`src/rtl/axi_uart_lite_if.sv`:
```
// axi_uart_lite_if: AXI4-Lite bundle between the Z80 bridge (master) and the UART (slave)
interface axi_uart_lite_if;
  logic [31:0] awaddr;
  logic        awvalid;
  logic        awready;
  logic [31:0] wdata;
  logic [3:0]  wstrb;
  logic        wvalid;
  logic        wready;
  logic [1:0]  bresp;
  logic        bvalid;
  logic        bready;
  logic [31:0] araddr;
  logic        arvalid;
  logic        arready;
  logic [31:0] rdata;
  logic [1:0]  rresp;
  logic        rvalid;
  logic        rready;
  modport master (
    output awaddr, awvalid, wdata, wstrb, wvalid, bready, araddr, arvalid, rready,
    input  awready, wready, bresp, bvalid, arready, rdata, rresp, rvalid
  );
  modport slave (
    input  awaddr, awvalid, wdata, wstrb, wvalid, bready, araddr, arvalid, rready,
    output awready, wready, bresp, bvalid, arready, rdata, rresp, rvalid
  );
endinterface

```
`src/rtl/axi_uart_lite.sv`:
```
// axi_uart_lite: AXI4-Lite UART with TX FIFO, 8N1 serializer/deserializer and status register
module axi_uart_lite #(
  parameter int CLK_DIV   = 868,
  parameter int FIFO_LOG2 = 4
) (
  input  logic           AXI_CLK,
  input  logic           RESETN,
  axi_uart_lite_if.slave axi,
  output logic           UART_TX,
  input  logic           UART_RX
);
  localparam logic [15:0] FULL_CNT = 16'(CLK_DIV - 1);
  localparam logic [15:0] HALF_CNT = 16'(CLK_DIV / 2 - 1);
  typedef enum logic [1:0] {IDLE, START, DATA, STOP} state_t;

  logic        wr_hs, rd_hs, wr_en, push, stat_wr, data_rd;
  logic        bvalid_q, rvalid_q;
  logic [31:0] rdata_q;
  logic [1:0]  wr_addr, rd_addr;
  logic [6:0]  status;
  logic        unused;

  // Readies are combinational so the register side effect lands in the handshake cycle.
  assign wr_hs       = RESETN && axi.awvalid && axi.wvalid && !bvalid_q;
  assign rd_hs       = RESETN && axi.arvalid && !rvalid_q;
  assign axi.awready = wr_hs;
  assign axi.wready  = wr_hs;
  assign axi.arready = rd_hs;
  assign axi.bvalid  = bvalid_q;
  assign axi.rvalid  = rvalid_q;
  assign axi.rdata   = rdata_q;
  assign axi.bresp   = 2'b00;
  assign axi.rresp   = 2'b00;
  assign wr_addr     = axi.awaddr[3:2];
  assign rd_addr     = axi.araddr[3:2];
  assign wr_en       = wr_hs && axi.wstrb[0];
  assign push        = wr_en && wr_addr == 2'd0;
  assign stat_wr     = wr_en && wr_addr == 2'd1;
  assign data_rd     = rd_hs && rd_addr == 2'd0;
  assign unused      = ^{axi.awaddr[31:4], axi.awaddr[1:0], axi.wdata[31:8], axi.wstrb[3:1],
                         axi.araddr[31:4], axi.araddr[1:0]};

  logic [7:0]       mem [2**FIFO_LOG2];
  logic [FIFO_LOG2:0] wp, rp;
  logic             tx_full, tx_empty, pop, tx_drop;

  assign tx_empty = wp == rp;
  assign tx_full  = (wp ^ rp) == {1'b1, {FIFO_LOG2{1'b0}}};

  always_ff @(posedge AXI_CLK)
    if (push && !tx_full) mem[wp[FIFO_LOG2-1:0]] <= axi.wdata[7:0];

  always_ff @(posedge AXI_CLK) begin
    if (!RESETN) begin
      wp <= '0;
      rp <= '0;
    end else begin
      if (push && !tx_full) wp <= wp + 1'b1;
      if (pop) rp <= rp + 1'b1;
    end
  end

  state_t      tx_st, tx_ns;
  logic [15:0] tx_cnt;
  logic [2:0]  tx_bit;
  logic [7:0]  tx_sh;
  logic        tx_q, tx_end;

  assign tx_end  = tx_cnt == 16'd0;
  assign UART_TX = tx_q;

  always_ff @(posedge AXI_CLK) tx_st <= RESETN ? tx_ns : IDLE;

  always_comb begin
    tx_ns = tx_st;
    pop   = 1'b0;
    unique case (tx_st)
      IDLE:  begin
        pop   = !tx_empty;
        tx_ns = tx_empty ? IDLE : START;
      end
      START: tx_ns = tx_end ? DATA : START;
      DATA:  tx_ns = tx_end && tx_bit == 3'd7 ? STOP : DATA;
      STOP:  begin
        pop   = tx_end && !tx_empty;
        tx_ns = !tx_end ? STOP : tx_empty ? IDLE : START;
      end
    endcase
  end

  always_ff @(posedge AXI_CLK) begin
    if (!RESETN) begin
      tx_q   <= 1'b1;
      tx_cnt <= '0;
      tx_bit <= '0;
      tx_sh  <= '0;
    end else if (pop) begin
      tx_sh  <= mem[rp[FIFO_LOG2-1:0]];
      tx_q   <= 1'b0;
      tx_cnt <= FULL_CNT;
    end else if (tx_st != IDLE) begin
      tx_cnt <= tx_end ? FULL_CNT : tx_cnt - 16'd1;
      if (tx_end && tx_st == START) begin
        tx_q   <= tx_sh[0];
        tx_bit <= '0;
      end else if (tx_end && tx_st == DATA) begin
        tx_q   <= tx_bit == 3'd7 ? 1'b1 : tx_sh[1];
        tx_sh  <= tx_sh >> 1;
        tx_bit <= tx_bit + 3'd1;
      end else if (tx_end) begin
        tx_q <= 1'b1;
      end
    end
  end

  state_t      rx_st, rx_ns;
  logic [15:0] rx_cnt;
  logic [2:0]  rx_bit;
  logic [7:0]  rx_sh, rx_data;
  logic        rx_s1, rx_s2, rx_prev, rx_end, rx_ok, rx_bad, rx_keep;
  logic        rx_valid, rx_ovr, rx_frm;

  assign rx_end  = rx_cnt == 16'd0;
  assign rx_ok   = rx_st == STOP && rx_end && rx_s2;
  assign rx_bad  = rx_st == STOP && rx_end && !rx_s2;
  assign rx_keep = rx_valid && !data_rd;

  always_ff @(posedge AXI_CLK) rx_st <= RESETN ? rx_ns : IDLE;

  always_comb begin
    rx_ns = rx_st;
    unique case (rx_st)
      IDLE:  rx_ns = rx_prev && !rx_s2 ? START : IDLE;
      START: rx_ns = !rx_end ? START : rx_s2 ? IDLE : DATA;
      DATA:  rx_ns = rx_end && rx_bit == 3'd7 ? STOP : DATA;
      STOP:  rx_ns = rx_end ? IDLE : STOP;
    endcase
  end

  always_ff @(posedge AXI_CLK) begin
    if (!RESETN) begin
      {rx_s1, rx_s2, rx_prev} <= 3'b111;
      rx_cnt <= '0;
      rx_bit <= '0;
      rx_sh  <= '0;
    end else begin
      {rx_prev, rx_s2, rx_s1} <= {rx_s2, rx_s1, UART_RX};
      rx_cnt <= rx_st == IDLE ? HALF_CNT : rx_end ? FULL_CNT : rx_cnt - 16'd1;
      if (rx_st == START) rx_bit <= '0;
      if (rx_st == DATA && rx_end) begin
        rx_sh  <= {rx_s2, rx_sh[7:1]};
        rx_bit <= rx_bit + 3'd1;
      end
    end
  end

  // A DATA read coinciding with a good stop bit frees the holding register for the new byte.
  always_ff @(posedge AXI_CLK) begin
    if (!RESETN) begin
      rx_valid <= 1'b0;
      rx_data  <= '0;
      rx_ovr   <= 1'b0;
      rx_frm   <= 1'b0;
      tx_drop  <= 1'b0;
    end else begin
      rx_valid <= rx_ok || rx_keep;
      if (rx_ok && !rx_keep) rx_data <= rx_sh;
      rx_ovr  <= (rx_ovr && !(stat_wr && axi.wdata[4])) || (rx_ok && rx_keep);
      rx_frm  <= (rx_frm && !(stat_wr && axi.wdata[5])) || rx_bad;
      tx_drop <= (tx_drop && !(stat_wr && axi.wdata[6])) || (push && tx_full);
    end
  end

  assign status = {tx_drop, rx_frm, rx_ovr, rx_valid, !tx_empty || tx_st != IDLE, tx_empty, tx_full};

  always_ff @(posedge AXI_CLK) begin
    if (!RESETN) begin
      bvalid_q <= 1'b0;
      rvalid_q <= 1'b0;
      rdata_q  <= '0;
    end else begin
      bvalid_q <= wr_hs || (bvalid_q && !axi.bready);
      rvalid_q <= rd_hs || (rvalid_q && !axi.rready);
      if (rd_hs)
        rdata_q <= rd_addr == 2'd0 ? {24'b0, rx_data} : rd_addr == 2'd1 ? {25'b0, status} : 32'b0;
    end
  end
endmodule

```
`src/flat_wrapper.sv`:
```
// flat-port wrapper written by rule: the top's interface ports become plain ports
module axi_uart_lite_flat 
#(
  parameter int CLK_DIV   = 868,
  parameter int FIFO_LOG2 = 4
)
  (AXI_CLK, RESETN, UART_TX, UART_RX, axi_awaddr, axi_awvalid, axi_wdata, axi_wstrb, axi_wvalid, axi_bready, axi_araddr, axi_arvalid, axi_rready, axi_awready, axi_wready, axi_bresp, axi_bvalid, axi_arready, axi_rdata, axi_rresp, axi_rvalid);
  axi_uart_lite_if axi_i ();
  input  logic AXI_CLK;
  input  logic RESETN;
  output logic UART_TX;
  input  logic UART_RX;
  input wire logic [$bits(axi_i.awaddr)-1:0] axi_awaddr;
  input wire logic [$bits(axi_i.awvalid)-1:0] axi_awvalid;
  input wire logic [$bits(axi_i.wdata)-1:0] axi_wdata;
  input wire logic [$bits(axi_i.wstrb)-1:0] axi_wstrb;
  input wire logic [$bits(axi_i.wvalid)-1:0] axi_wvalid;
  input wire logic [$bits(axi_i.bready)-1:0] axi_bready;
  input wire logic [$bits(axi_i.araddr)-1:0] axi_araddr;
  input wire logic [$bits(axi_i.arvalid)-1:0] axi_arvalid;
  input wire logic [$bits(axi_i.rready)-1:0] axi_rready;
  output wire logic [$bits(axi_i.awready)-1:0] axi_awready;
  output wire logic [$bits(axi_i.wready)-1:0] axi_wready;
  output wire logic [$bits(axi_i.bresp)-1:0] axi_bresp;
  output wire logic [$bits(axi_i.bvalid)-1:0] axi_bvalid;
  output wire logic [$bits(axi_i.arready)-1:0] axi_arready;
  output wire logic [$bits(axi_i.rdata)-1:0] axi_rdata;
  output wire logic [$bits(axi_i.rresp)-1:0] axi_rresp;
  output wire logic [$bits(axi_i.rvalid)-1:0] axi_rvalid;
  assign axi_i.awaddr = axi_awaddr;
  assign axi_i.awvalid = axi_awvalid;
  assign axi_i.wdata = axi_wdata;
  assign axi_i.wstrb = axi_wstrb;
  assign axi_i.wvalid = axi_wvalid;
  assign axi_i.bready = axi_bready;
  assign axi_i.araddr = axi_araddr;
  assign axi_i.arvalid = axi_arvalid;
  assign axi_i.rready = axi_rready;
  assign axi_awready = axi_i.awready;
  assign axi_wready = axi_i.wready;
  assign axi_bresp = axi_i.bresp;
  assign axi_bvalid = axi_i.bvalid;
  assign axi_arready = axi_i.arready;
  assign axi_rdata = axi_i.rdata;
  assign axi_rresp = axi_i.rresp;
  assign axi_rvalid = axi_i.rvalid;
  axi_uart_lite #(.CLK_DIV(CLK_DIV), .FIFO_LOG2(FIFO_LOG2)) u_core (.AXI_CLK(AXI_CLK), .RESETN(RESETN), .axi(axi_i), .UART_TX(UART_TX), .UART_RX(UART_RX));
endmodule
```
`config.mk`:
```
export PLATFORM = sky130hd
export DESIGN_NAME = axi_uart_lite_flat
export DESIGN_NICKNAME = d
export VERILOG_FILES = /design/src/rtl/axi_uart_lite_if.sv /design/src/rtl/axi_uart_lite.sv /design/src/flat_wrapper.sv
export SDC_FILE = /design/constraint.sdc
export NUM_CORES = 1
export LEC_CHECK = 0
export ABC_AREA = 1
export BUFFER_PORTS_ARGS = -buffer_cell sky130_fd_sc_hd__buf_2
export CORE_UTILIZATION = 50
export CTS_CLUSTER_SIZE = 12
export DETAILED_ROUTE_END_ITERATION = 10
export GPL_TIMING_DRIVEN = 0
export PLACE_DENSITY_LB_ADDON = 0.2
export REMOVE_ABC_BUFFERS = 1
export SLEW_MARGIN = 40
export SYNTH_ARGS = -nofsm -noshare
export SYNTH_HDL_FRONTEND = slang
export SYNTH_SLANG_ARGS = --single-unit
```
`constraint.sdc`:
```
create_clock -name AXI_CLK -period 3.1 [get_ports AXI_CLK]
set_input_delay 0.31 -clock AXI_CLK [delete_from_list [all_inputs] [get_ports AXI_CLK]]
set_output_delay 0.31 -clock AXI_CLK [all_outputs]
set_load 0.01 [all_outputs]
```
==> metrics.txt, run 1 <==
status finished clean; final wirelength approximately 22000 microns; final worst slack ~0.35 ns; Placer Congestion 0.823; Worst-Skew Late Latency around 0.52 ns; first-pass GRT wire length 34900 microns; commonest non-fill, non-tap cell in the layout nand2_1; register bit total from synthesis 226; non-filler cells, final 1515; area delta synth->final 9.89%; clock slew at reported path FFs 0.06 ns; H-tree levels 1; Vias/cell 5.04; Ports 150; VDD IR max roughly 0.4 mV; Max Fclk 363 MHz; largest net degree at the start of global routing 65; Tcrit/Tclk final between 80% and 90%; Post-CTS Resized 0; Pre-antenna DRT Iters 7; placed cell area 10700 sq um; endpoint class of the critical path flop; endpoints failing setup 0; Cells after DPL 1469; fin crit period 2.75 ns; Leakage 4.85 nW; Setup WS pre-CTS -0.253 ns; fraction of layout cells with a size suffix above 1 9.80%; cell area after layout 11600 sq um; Ys Warns 0; register area share after synthesis 55.0%; synthesized area per cell 8.72 sq um; CTS tree done; violation count after the first detailed-route iteration slightly above 600; EDFF count, synth 128; commonest non-fill, non-tap cells in the layout 312 x nand2_1, 162 x inv_1, 156 x nand3_1; Die X 147 microns; Post-DRT Antenna Nets 0; Syn Inst Count 1210; HP Start axi_araddr[2]; relative slew slack a little over two fifths; Port Buf Inserts 34; FF-to-FF Start u_core.axi.bvalid$_SDFF_PN0_; Netlist Area Pre-Place approximately 11000 sq um; worst-path fanout max 31; Async S/R FF share, synth 0%; critical path type in2reg; post-DR wirelength/cell 14.3 microns; vias 7632; worst slew pin tran between 0.8 and 0.9 ns; Distinct cells, synth 44; crit path from RESETN; clock root buffer master clkbuf_16; Hold Violations, Final 0; GRT overflow 0; row cnt 52; Die ar. 21700 sq um; WP data arrival 2.90 ns; core area 20500 sq um; Antenna diodes 0; DRC 0; total CTS buffers 25; PD cells around 750 nW/um^2; DP Wirelength 13600 microns; Clock Skew 0.00891 ns; Slew Limit Fails 0; Layout Nets about 1400; initial antenna violation count 0; Synth Flop Type edfxtp_1; Die H 147 microns; GR Util All Layers 20.3%; critical path launch point type primary input; worst-case clock buffer depth 3; Max Cap Viol 0; Worst Hold Class in2reg; Initial Utilization 51.5%; vias in the first global route 7055; clock tree sinks 226; RSZ-0062 raised after global routing no; required time of the worst setup path between 3 and 4 ns
[metal layers]
metal  share of wire (%)  vias to the layer above  track usage (%)
li1                    -                     3918                -
met1                  46                     3507             27.9
met2                  47                      167             33.3
met3                 5.0                       40             2.89
met4                 2.2                        0             5.88
met5                   0                        -                0
[synthesized netlist by cell type, drive strengths merged, types with 2 or more instances]
| library cell | count | share of area, % |
|---|---|---|
| a21oi | 60 | 2.9 |
| a22oi | 2 | 0.14 |
| a31oi | 6 | 0.36 |
| buf | 50 | 3.5 |
| clkbuf | 23 | 0.82 |
| dfxtp | 98 | 19 |
| edfxtp | 128 | 36 |
| ha | 17 | 2.0 |
| inv | 168 | 6.0 |
| nand2 | 321 | 12 |
| nand3 | 161 | 8.0 |
| nand3b | 2 | 0.14 |
| nand4 | 18 | 1.1 |
| nor2 | 81 | 3.5 |
| nor3 | 9 | 0.53 |
| nor3b | 2 | 0.14 |
| nor4 | 2 | 0.18 |
| o211ai | 6 | 0.43 |
| o21ai | 29 | 1.5 |
| or2 | 6 | 0.36 |
| xnor2 | 5 | 0.41 |
| xor2 | 11 | 0.91 |
[critical path, stage by stage]
cell and delay [ns]:
buf_2 0.51, nand3_1 0.38, nor4_1 0.46, nand2_2 0.20
inv_2 0.16, nand2_1 0.19, nor2_1 0.67
[metrics by stage]
| step | setup TNS [ns] | util (%) | hold slack (ns) | power (W) |
|---|---|---|---|---|
| 2_1_floorplan | 0 | - | 0.380 | 0.00518 |
| 3_3_place_gp | -18.63 | 52.3 | 0.395 | 0.00575 |
| 3_5_place_dp | -21.55 | 52.4 | 0.397 | 0.00578 |
| 4_1_cts | 0 | 56.5 | 0.127 | 0.00876 |
| 5_1_grt | 0 | 56.6 | 0.157 | 0.00918 |
| 6_report | 0 | 56.6 | 0.141 | 0.00869 |
[final timing paths]
check,to,slack (ns),depth (start not counted)
worst min register to register,u_core.rx_s2$_SDFF_PN1_,0.41,1
worst max-delay path,u_core.mem[0][4]$_DFFE_PP_,0.35,7
worst max register to register,u_core.mem[0][4]$_DFFE_PP_,0.41,7
worst min-delay path,u_core.axi.rdata[1]$_SDFFE_PN0P_,0.14,4
[registers in the layout (all words and copies together), names as in the netlist, 3 cells and up, named ones only]
register,flops
u_core.wp,5
u_core.mem,128
u_core.axi.rdata,8
u_core.rp,5
u_core.tx_sh,8
u_core.tx_bit,3
u_core.rx_cnt,16
u_core.rx_data,8
u_core.rx_bit,3
u_core.rx_sh,8
u_core.tx_cnt,16
[layout make-up]
type                            instances  area [sq um]
Clock buffer                           33           696
Clock inverter                         10           124
Fill cell                            1822          8900
Inverter                              169           639
Multi-Input combinational cell        769          3770
Sequential cell                       226          5810
Tap cell                              270           338
Timing Repair Buffer                   38           220
[where the power goes]
part,switching [W],total (W),internal [W],leakage (nW)
Sequential,0.000231,0.00355,0.00332,1.95
Combinational,0.00146,0.00216,0.000709,2.50
Clock,0.00116,0.00297,0.00181,0.403
Total,0.00285,0.00869,0.00584,4.85
[repair_timing]
action                    in CTS  in global routing
hold endpoints to repair       3                  0
setup buffers                  0                  0
hold buffers                   3                  0
[cells by family (layout without fill, tap and decap cells)]
logic type      after synthesis  after routing  share of synthesized area [%]
fa+ha+maj                    17             17                           2.02
simple gates                603            603                           25.8
flops                       226            226                           55.0
compound gates              105            105                           5.51
buf+inv                     242            250                           10.3
other cells                   1             28                         0.0355
xor+xnor                     16             16                           1.33
(Power assumes the default switching activity.)
==> inputs of run 2 (changes only) <==
- CTS_CLUSTER_SIZE: 12 -> not set
- clock period: 3.1 -> 3.55 ns (I/O delays scaled with it)
==> metrics.txt, run 2 (same netlist as run 1, synthesis figures left out) <==
first-pass GRT wire length 34900 microns (about the same); Cells after DPL 1469 (unchanged); non-filler cells, final 1512 (-0.20%); Port Buf Inserts 34 (unchanged); Die X 147 microns (unchanged); VDD IR max 0.341 mV (-15%); worst-case clock buffer depth 3 (unchanged); status finished clean; GRT overflow 0 (unchanged); Critical-path top delay cell nor2_1; Worst Hold Class in2reg; Tcrit/Tclk final 79.2%; core area 20500 sq um (unchanged); Antenna diodes 0 (unchanged); routed wl met3 1030 microns (-5.4%); Post-CTS Setup Repair Bufs 0 (unchanged); violation count after the first detailed-route iteration 528 (-14%); total chip power 0.00761 W (-12%); Leakage 4.86 nW (+0.10%); Initial Utilization 51.5% (unchanged); Placer Congestion 0.823 (unchanged); DRC 0 (unchanged); post-DR wirelength/cell 14.4 microns (+0.31%); DR top layer met4; critical path type in2reg; critical path launch point type primary input; fraction of layout cells with a size suffix above 1 10.1% (+0.35 points); WP data arrival 2.94 ns (+0.04 ns); clock tree sinks 226 (unchanged); Max Cap Viol 0 (unchanged); number of hold buffers added after CTS 0 (-3); commonest non-fill, non-tap cells in the layout 312 x nand2_1, 162 x inv_1, 156 x nand3_1; Clock Skew 0.00847 ns (-0.000440 ns); fin crit period 2.81 ns; crit path cell chain buf_2 > nand3_1 > nor4_1 > nand2_2 > inv_2 > nand2_1 > nor2_1; Layout Nets 1350 (-0.30%); Post-Route M1 WL 9830 microns (-0.48%); final wirelength 21700 microns (+0.11%); Final Util 56.6% (about the same); vias in the first global route 7050 (-0.071%); PD cells 657 nW/um^2 (-12%); worst slew pin tran 0.833 ns (-0.00732 ns); row cnt 52 (unchanged); Max Fclk 356 MHz; worst-path fanout max 31 (unchanged); largest net degree at the start of global routing 65 (unchanged); Post-CTS Resized 0 (unchanged); vias 7674 (+0.55%); final worst slack 0.739 ns (+0.393 ns); Hold Violations, Final 0 (unchanged); initial antenna violation count 0 (unchanged); Pre-antenna DRT Iters 5 (-2); max reg flops 128 (unchanged); Setup WS pre-CTS 0.152 ns (+0.405 ns); total CTS buffers 24 (-4.0%); clock root buffer master clkbuf_16; area delta synth->final 9.80% (about the same); DP Wirelength 13600 microns (unchanged); Post-DRT Antenna Nets 0 (unchanged); endpoint class of the critical path flop; GR Util All Layers 20.2% (-0.054 points); clock slew at reported path FFs 0.06 ns (about the same); endpoints failing setup 0 (unchanged); routed wl met2 10400 microns (+1.6%); Worst-Skew Late Latency 0.51 ns (about the same); commonest non-fill, non-tap cell in the layout nand2_1; Vias/cell 5.08 (+0.75%); Slew Limit Fails 0 (unchanged); CP peak stage delay 0.67 ns (about the same); relative slew slack 44.2% (+0.49 points); CTS tree done; Die ar. 21700 sq um (unchanged); worst hold slack 0.0305 ns (-0.110 ns); Ports 150 (unchanged); H-tree levels 1 (unchanged); RSZ-0062 raised after global routing no; Filler cells 1827 (+0.27%); required time of the worst setup path 3.68 ns (+0.44 ns); Die H 147 microns (unchanged)
run 2: path summary, 6_finish.rpt:
path | startpoint | to | slack (ns) | depth (start not counted)
worst max register to register | u_core.axi.bvalid$_SDFF_PN0_ | u_core.mem[4][3]$_DFFE_PP_ | 0.86 | 7
worst min register to register | u_core.rx_s1$_SDFF_PN1_ | u_core.rx_s2$_SDFF_PN1_ | 0.41 | 1
worst max-delay path | RESETN | u_core.mem[4][3]$_DFFE_PP_ | 0.74 | 7
worst min-delay path | UART_RX | u_core.rx_s1$_SDFF_PN1_ | 0.03 | 2
run 2: per-layer routing:
metal,track usage [%],up-vias
met3,2.80,38
met1,27.8,3541
met2,33.5,181
li1,-,3914
met5,0,-
met4,5.36,0
run 2: worst max-delay path, delay by kind of cell:
family / cells / cell delay [ns]
and+or+nand+nor: 5 / 1.89
buffers and inverters: 2 / 0.67
run 2: metrics by stage:
| step | instance area (sq um) | TNS [ns] |
|---|---|---|
| 2_1_floorplan | 10200 | 0 |
| 3_5_place_dp | 10700 | 0 |
| 3_3_place_gp | 10700 | -6.99 |
| 4_1_cts | 11600 | 0 |
| 6_report | 11600 | 0 |
| 5_1_grt | 11600 | 0 |
run 2: final cells by class:
class	instances	area (sq um)	share of cell area, %
Timing Repair Buffer	35	190	1.64
Inverter	169	639	5.52
Tap cell	270	338	2.91
Clock inverter	10	124	1.07
Multi-Input combinational cell	769	3770	32.5
Sequential cell	226	5810	50.1
Clock buffer	33	717	6.19
run 2: power by group:
group / switching, W / total, W / leakage [nW] / internal [W]
sequential: 0.000201 / 0.00310 / 1.95 / 0.00290
combinational: 0.00128 / 0.00189 / 2.49 / 0.000617
clock: 0.000995 / 0.00262 / 0.420 / 0.00162
total: 0.00247 / 0.00761 / 4.86 / 0.00514
==> inputs of run 3 (changes only) <==
- clock period: 3.55 -> 2.5 ns (I/O delays scaled with it)
==> metrics.txt, run 3 (same netlist as run 1, synthesis figures left out) <==
fin crit period 2.36 ns; Worst-Skew Late Latency 0.51 ns (about the same); CTS tree done; H-tree levels 1 (unchanged); internal power 0.00731 W (+42%); final wirelength 22100 microns (+1.6%); Worst Path Buf+Inv 1 (-1); DRC 0 (unchanged); worst-path fanout max 8 (-74%); hold path depth 4 (+2); total CTS buffers 24 (unchanged); clock root buffer master clkbuf_16; crit path cell chain xor2_1 > nor2_4 > nand3_1 > nand2_2 > inv_2 > nand2_1 > nor2_2; Switch Pwr 0.00354 W (+43%); Worst Hold Class in2reg; Final Util 57.5% (+0.97 points); violation count after the first detailed-route iteration 617 (+17%); commonest non-fill, non-tap cell in the layout nand2_1; vias 7706 (+0.42%); Die H 147 microns (unchanged); status finished clean; Comb power frac 25.0% (about the same); DR top layer met4; Clock Skew 0.00844 ns (-0.0000306 ns); cell area after layout 11800 sq um (+1.7%); vias in the first global route 7111 (+0.87%); required time of the worst setup path 2.64 ns (-1.04 ns); largest net degree at the start of global routing 65 (unchanged); Critical-path top delay cell dfxtp_1; FF-to-FF Start u_core.wp[3]$_SDFFE_PN0P_; WP data arrival 2.51 ns (-0.43 ns); Port Buf Inserts 34 (unchanged); endpoints failing setup 0 (unchanged); Leakage 4.91 nW (+0.97%); Layout Nets 1357 (+0.52%); GR Util All Layers 20.3% (+0.12 points); Die ar. 21700 sq um (unchanged); routed wl met2 10600 microns (+1.7%); critical path type reg2reg; relative slew slack 48.1% (+3.9 points); Slew Limit Fails 0 (unchanged); Max Fclk 423 MHz; fraction of layout cells with a size suffix above 1 11.5% (+1.4 points); Tcrit/Tclk final a little over nine tenths; VDD IR max 0.492 mV (+44%); Cells after DPL 1469 (unchanged); Pre-antenna DRT Iters 7 (+2); Initial Utilization 51.5% (unchanged); worst-case clock buffer depth 3 (unchanged); clock tree sinks 226 (unchanged); Max Cap Viol 0 (unchanged); Die X 147 microns (unchanged); critical path launch point type flop; HP Start axi_awaddr[2]; Post-Route M1 WL 10100 microns (+2.9%); Seq pwr share 40.6% (about the same); Ports 150 (unchanged); core area 20500 sq um (unchanged); Hold Violations, Final 0 (unchanged); worst slew pin tran 0.773 ns (-0.0606 ns); CP peak stage delay 0.51 ns (-0.16 ns); DP Wirelength 13600 microns (unchanged); RSZ-0062 raised after global routing yes; Placer Congestion 0.823 (unchanged); initial antenna violation count 0 (unchanged); non-filler cells, final 1519 (+0.46%); R2R Setup Slk 0.14 ns (-0.72 ns); GRT overflow 0 (unchanged); Antenna diodes 0 (unchanged); Vias/cell 5.07 (about the same); area delta synth->final 11.7%; PD cells 920 nW/um^2 (+40%); R2R Path End u_core.mem[6][4]$_DFFE_PP_; hold endpoint u_core.tx_drop$_SDFF_PN0_; Clock Power Share 34.4% (about the same); CP top delay family simple AND/OR/NAND/NOR gates; clock slew at reported path FFs 0.06 ns (about the same); Post-DRT Antenna Nets 0 (unchanged); placed cell area 10700 sq um (unchanged); endpoint class of the critical path flop; R2R cell count 7 (unchanged); max reg flops 128 (unchanged); routed wl met3 907 microns (-12%); commonest non-fill, non-tap cells in the layout 312 x nand2_1, 162 x inv_1, 156 x nand3_1; switching share of power 32.7% (+0.17 points); row cnt 52 (unchanged); post-DR wirelength/cell 14.5 microns (+1.1%); first-pass GRT wire length 35200 microns (+0.71%); setup tns final 0 ns (unchanged)
run 3: cell type report:
cell class / instances / area, sq um
inverter: 169 / 642
clock inverter: 10 / 124
fill: 1802 / 8710
multi-input combinational: 769 / 3850
sequential: 226 / 5810
clock buffer: 33 / 717
timing repair buffer: 42 / 303
tap: 270 / 338
run 3: through the flow:
stage,hold WS (ns),total power (W),worst slack (ns)
4_1_cts,0.0660,0.0109,-0.0632
3_5_place_dp,0.397,0.00717,-0.793
6_report,0.0871,0.0108,0.137
3_3_place_gp,0.395,0.00714,-2.00
2_1_floorplan,0.320,0.00643,-0.305
5_1_grt,0.104,0.0115,-0.0986
run 3: power groups by stage:
stage	logic, W	clock network [W]	registers, W
after floorplan	0.00201	0	0.00442
after global placement	0.00260	0	0.00454
after detailed placement	0.00269	0	0.00448
after CTS	0.00271	0.00379	0.00440
after global routing	0.00307	0.00395	0.00443
final	0.00271	0.00373	0.00441
run 3: worst max-delay path by stage:
stage / from / endpoint / slack, ns / depth (start not counted)
floorplan: flop / u_core.tx_sh[1]$_SDFFE_PN0P_ / -0.31 / 11
global placement: flop / u_core.tx_sh[3]$_SDFFE_PN0P_ / -2.00 / 10
detailed placement: RESETN / u_core.mem[8][2]$_DFFE_PP_ / -0.79 / 7
CTS: u_core.axi.bvalid$_SDFF_PN0_ / u_core.mem[5][3]$_DFFE_PP_ / -0.06 / 7
global route: u_core.axi.bvalid$_SDFF_PN0_ / u_core.mem[1][0]$_DFFE_PP_ / -0.1 / 7
finish: u_core.wp[3]$_SDFFE_PN0P_ / u_core.mem[6][4]$_DFFE_PP_ / 0.14 / 7
run 3: routing by layer:
layer	up-vias	global-route usage, %
met5	-	0
met4	0	5.52
met3	36	2.86
met2	168	33.9
met1	3570	27.7
li1	3932	-
run 3: worst register-to-register path, stage by stage, from the launching register on:
cell and delay (ns):
dfxtp_1 0.51, xor2_1 0.33, nor2_4 0.08, nand3_1 0.12
nand2_2 0.12, inv_2 0.15, nand2_1 0.22, nor2_2 0.46
run 3: timing repair:
action                     in CTS  in global routing
pin swaps                       0                  4
setup buffers                   0                  4
hold buffers                    3                  0
hold endpoints to repair        3                  0
setup endpoints to repair     128                132
resized for setup              15                 13
